`src/rtl/key_note_ctrl.sv`:
```
// Two-key note controller: synchronized and debounced buttons drive a gate
// output and step through an eight-entry note-frequency table.
module key_note_ctrl #(
    parameter int unsigned DEBOUNCE_CYCLES = 1000000,
    parameter int unsigned FREQ_WIDTH      = 32,
    parameter int unsigned FREQ_FRAC_BITS  = 16
) (
    input  logic                  CLOCK_50,
    input  logic                  reset,
    input  logic [1:0]            key_n,
    output logic                  gate,
    output logic [FREQ_WIDTH-1:0] freq,
    output logic [2:0]            note_idx,
    output logic                  note_strobe,
    output logic                  retrig
);

    localparam int unsigned CNT_W = (DEBOUNCE_CYCLES > 1) ? $clog2(DEBOUNCE_CYCLES) : 1;
    localparam logic [CNT_W-1:0] CNT_LAST = CNT_W'(DEBOUNCE_CYCLES - 1);

    localparam int unsigned NOTE_HZ [8] = '{440, 494, 523, 587, 659, 698, 784, 880};
    localparam logic [FREQ_WIDTH-1:0] FREQ_RST = FREQ_WIDTH'(NOTE_HZ[0]) << FREQ_FRAC_BITS;

    if (DEBOUNCE_CYCLES < 1) begin : g_deb_err
        $error("key_note_ctrl: DEBOUNCE_CYCLES must be at least 1");
    end

    for (genvar g = 0; g < 8; g++) begin : g_table_chk
        if (FREQ_FRAC_BITS + $clog2(NOTE_HZ[g] + 1) > FREQ_WIDTH) begin : g_range_err
            $error("key_note_ctrl: note table entry %0d does not fit in FREQ_WIDTH", g);
        end
    end

    function automatic logic [FREQ_WIDTH-1:0] note_freq(input logic [2:0] idx);
        return FREQ_WIDTH'(NOTE_HZ[idx]) << FREQ_FRAC_BITS;
    endfunction

    logic [1:0]       r_sync1;
    logic [1:0]       r_sync2;
    logic [1:0]       r_deb;
    logic [CNT_W-1:0] r_cnt [2];
    logic             r_gate;
    logic [2:0]       r_note_idx;
    logic             r_adv;
    logic [FREQ_WIDTH-1:0] r_freq;
    logic             r_strobe;
    logic             r_retrig;

    logic [1:0]       w_accept;
    logic             w_press;

    always_ff @(posedge CLOCK_50 or posedge reset) begin
        if (reset) begin
            r_sync1 <= '1;
            r_sync2 <= '1;
        end else begin
            r_sync1 <= key_n;
            r_sync2 <= r_sync1;
        end
    end

    // A key's new level is accepted on the edge its mismatch counter is already at the last count.
    always_comb begin
        w_accept = '0;
        for (int unsigned k = 0; k < 2; k++) begin
            w_accept[k] = (r_sync2[k] != r_deb[k]) && (r_cnt[k] == CNT_LAST);
        end
    end

    assign w_press = w_accept[1] & ~r_sync2[1];

    always_ff @(posedge CLOCK_50 or posedge reset) begin
        if (reset) begin
            r_deb <= '1;
            for (int unsigned k = 0; k < 2; k++) begin
                r_cnt[k] <= '0;
            end
        end else begin
            for (int unsigned k = 0; k < 2; k++) begin
                if (r_sync2[k] == r_deb[k]) begin
                    r_cnt[k] <= '0;
                end else if (r_cnt[k] == CNT_LAST) begin
                    r_deb[k] <= r_sync2[k];
                    r_cnt[k] <= '0;
                end else begin
                    r_cnt[k] <= r_cnt[k] + 1'b1;
                end
            end
        end
    end

    always_ff @(posedge CLOCK_50 or posedge reset) begin
        if (reset) begin
            r_gate     <= 1'b0;
            r_note_idx <= '0;
            r_adv      <= 1'b0;
        end else begin
            if (w_accept[0]) begin
                r_gate <= ~r_sync2[0];
            end
            if (w_press) begin
                r_note_idx <= r_note_idx + 3'd1;
            end
            r_adv <= w_press;
        end
    end

    // Frequency follows the index one cycle later, so retrig sees any gate change from the same press edge.
    always_ff @(posedge CLOCK_50 or posedge reset) begin
        if (reset) begin
            r_freq   <= FREQ_RST;
            r_strobe <= 1'b0;
            r_retrig <= 1'b0;
        end else begin
            r_strobe <= r_adv;
            r_retrig <= r_adv & r_gate;
            if (r_adv) begin
                r_freq <= note_freq(r_note_idx);
            end
        end
    end

    assign gate        = r_gate;
    assign freq        = r_freq;
    assign note_idx    = r_note_idx;
    assign note_strobe = r_strobe;
    assign retrig      = r_retrig;

endmodule

```
`config.mk`:
```
export PLATFORM = sky130hd
export DESIGN_NAME = key_note_ctrl
export DESIGN_NICKNAME = d
export VERILOG_FILES = /design/src/rtl/key_note_ctrl.sv
export SDC_FILE = /design/constraint.sdc
export NUM_CORES = 1
export LEC_CHECK = 0
export CAP_MARGIN = 15
export CORE_UTILIZATION = 50
export DETAILED_ROUTE_END_ITERATION = 8
export PLACE_DENSITY = 0.73
export SYNTH_ARGS = -nofsm -noshare
export SYNTH_HDL_FRONTEND = slang
export SYNTH_SLANG_ARGS = --single-unit
```
`constraint.sdc`:
```
create_clock -name CLOCK_50 -period 5.37 [get_ports CLOCK_50]
set_input_delay 0.537 -clock CLOCK_50 [delete_from_list [all_inputs] [get_ports CLOCK_50]]
set_output_delay 0.537 -clock CLOCK_50 [all_outputs]
set_load 0.005 [all_outputs]
```
==> impl_metrics.ini <==
[floorplanning]
rows = 28
coreArea_um2 = 6030
die_x_um = 81.8
ios = 42
initial_utilization_pct = 52.8
die_h_um = 81.8
dieArea_um2 = 6690

[cells_and_area]
final_cell_area_um2 = 3570
nets = 350
fillers = 505
diodes = 0
layout-drive-gt1-share_pct = 12.0
syn_to_final_growth_pct = 12.2
utilization_pct = 59.2

[critical_path]
start_kind = register
cp.required_ns = 5.55
crit_type = register to register
crit_fanout = 19
endpoint_kind = register
arrival_ns = 2.33

[yosys]
syn_area_um2 = 3180
synthTopCellsByArea = dfrtp_1 (41%), dfstp_2 (9.1%), buf_4 (5.7%), xnor2_1 (5.0%), nor2_1 (4.8%)
yosysUniqueCellTypes = 41
synth_seq_area_share_pct = 50.0
synth_edf_count = 0
synth-compound-area-share_pct = 6.96
synth_top_area_share_pct = 40.9
ys.flop_type = dfrtp_1
synth-xor-area-share_pct = 7.98
yosys.area_share.simple_pct = 21.4
postSynthCellCount = 313
synth.area.mux_share_pct = 2.36
synth_top_cell_by_area = dfrtp_1
avgSynthCellArea_um2 = 10.2
synth_top_family_by_area = simple AND/OR/NAND/NOR gates
ys_seq_elements = 63
ys_warn_count = 0
synth_fa_ha_area_share_pct = 3.54
async_reset_ff_share_pct = 100

[global_routing]
grt_pass1_wl_um = 9340
grt_max_degree = 64
grt_pass1_vias = 2121
met2_usage_pct = 28.1
grt_use_total_pct = 18.6
grt_overflow_total = 0
top_usage_layer = met2
grt_use_met1_pct = 24.1
grt.met3_usage_pct = 4.11
antenna_found_initial = 0

[timing]
setup_viol = 0
fmaxAchievable_mhz = 464
final.setup.tns_ns = 0
min_period_over_period_pct = 40.1
finalHoldViolations = 0
rsz0062_at_grt = false
fin_crit_ns = 2.16
finClkSkew_ns = 0.00837
final_max_slew_viol_count = 0
worst-slew-pin-transition_ns = 0.822
worst_hold_slack_ns = 0.355
timing.slew.headroom_pct = 44.9

[run_status]
outcome = finished clean

[detailed_routing]
first_pass_iters = 4
drt_wl_total_um = 5470
drc = 0
vias = 2264
postRouteAntennaNets = 0
avgRoutedWirePerCell_um = 13.1
drt_iter0_drc = 125
via_per_inst = 5.43

[cts]
cts_tree = built
clockBufferDepth = 2
ctsResizeCount = 0
post_cts_buffers = 0
clk_latency_ns = 0.33
htree_levels = 3
cts.sinks = 63
cts_root_buf = clkbuf_8
numCtsBuffers = 9
cts.clk_slew.worst_paths_ns = 0.06
postCtsHoldBufs = 0

[placement]
gp_congestion = 0.841
portBuffers = 19
place_area_um2 = 3360
hpwl_um = 3670

[flow_run]
drv_cap = 0

[pwr]
irDropWorstVdd_mv = 0.167
power_density_nw_per_um2 = 263
finalPower_mw = 0.938
p_leak_nw = 1.51

[min_path]
min_path_type = register to register
cells in the final DEF (no fill, tap or decap), types with 3 or more instances in the layout:
master and n:
a21oi_1 18, and2_1 3, and3_1 6, clkbuf_8 12
clkdlybuf4s50_1 19, conb_1 22, dfrtp_1 52, dfstp_2 11
ha_1 9, inv_1 11, mux2_2 4, mux2i_1 3
nand2_1 14, nand3_1 14, nand4_1 11, nor2_1 41
nor3_1 6, nor4_1 5, nor4b_1 3, o21ai_0 6
o31ai_1 5, or3_1 6, or4_1 5, xnor2_1 18
xor2_1 11
stage by stage:
| stage | std cells | worst slack, ns |
|---|---|---|
| 4_1_cts | 417 | 3.21 |
| 5_1_grt | 417 | 3.03 |
| 3_5_place_dp | 401 | 3.25 |
| 3_3_place_gp | 401 | 3.28 |
| 2_1_floorplan | 334 | 3.28 |
| 6_report | 417 | 3.21 |
final cells by class:
class                           instances  area, µm²  share of cell area (%)
Clock buffer                           13        169                    4.73
Clock inverter                          3       40.0                    1.12
Sequential cell                        63       1590                    44.5
Inverter                               12       45.0                    1.26
Timing Repair Buffer                   21        205                    5.75
Tap cell                               75       93.8                    2.63
Multi-Input combinational cell        230       1430                    40.0
cell usage after synthesis, drive strengths merged, types with 4 or more instances:
cell type	instances
a21oi	18
and3	6
buf	24
clkbuf	5
dfrtp	52
dfstp	11
ha	9
inv	12
mux2	4
nand2	14
nand3	14
nand4	12
nor2	41
nor3	6
nor4	6
o21ai	7
o31ai	5
or3	6
or4	6
xnor2	18
xor2	11
metal layers:
| metal | share of wire [%] | wire length [µm] | up-vias |
|---|---|---|---|
| met3 | 3.4 | 187 | 11 |
| met2 | 46 | 2520 | 59 |
| met5 | 0 | 0 | - |
| li1 | - | - | 1091 |
| met4 | 2.1 | 117 | 0 |
| met1 | 48 | 2650 | 1103 |
sequential cells by signal, indices dropped and copies added, names as in the netlist:
| name | cells |
|---|---|
| freq | 10 |
| note_strobe | 1 |
| note_idx | 3 |
| r_sync1 | 2 |
| r_adv | 1 |
| gate | 1 |
| retrig | 1 |
| r_cnt | 40 |
| r_sync2 | 2 |
| r_deb | 2 |
kinds of logic after synthesis:
kind of cell	count (synthesis)
muxes	7
buffers and inverters	41
adders and majority gates	9
DFF	63
and+or+nand+nor	127
AOI/OAI and AO/OA	36
other	1
xor gates and xnor gates	29
path summary, 6_finish.rpt:
kind	startpoint	end	slack (ns)	cells past startpoint
worst min register to register	r_sync1[1]	r_sync2[1]	0.36	0
worst max-delay path	r_cnt[0]	r_cnt[3]	3.21	5
worst min-delay path	r_sync1[1]	r_sync2[1]	0.36	0
min in group asynchronous	reset	retrig	0.74	3
worst max register to register	r_cnt[0]	r_cnt[3]	3.21	5
max in group asynchronous	reset	r_cnt[3]	4.14	3
power by group:
part,internal [mW],total [mW],leakage (nW),switching [mW]
logic,0.00732,0.0283,0.561,0.0210
registers,0.481,0.486,0.836,0.00505
clock network,0.251,0.423,0.109,0.172
total,0.740,0.938,1.51,0.198
critical path, cell delays in order, from the launching register on:
cell and delay (ns):
dfrtp_1 0.39, ha_1 0.22, and4_1 0.35, nand4_1 0.22
o2bb2ai_2 0.70, nor2_1 0.13
(Power assumes the default switching activity.)
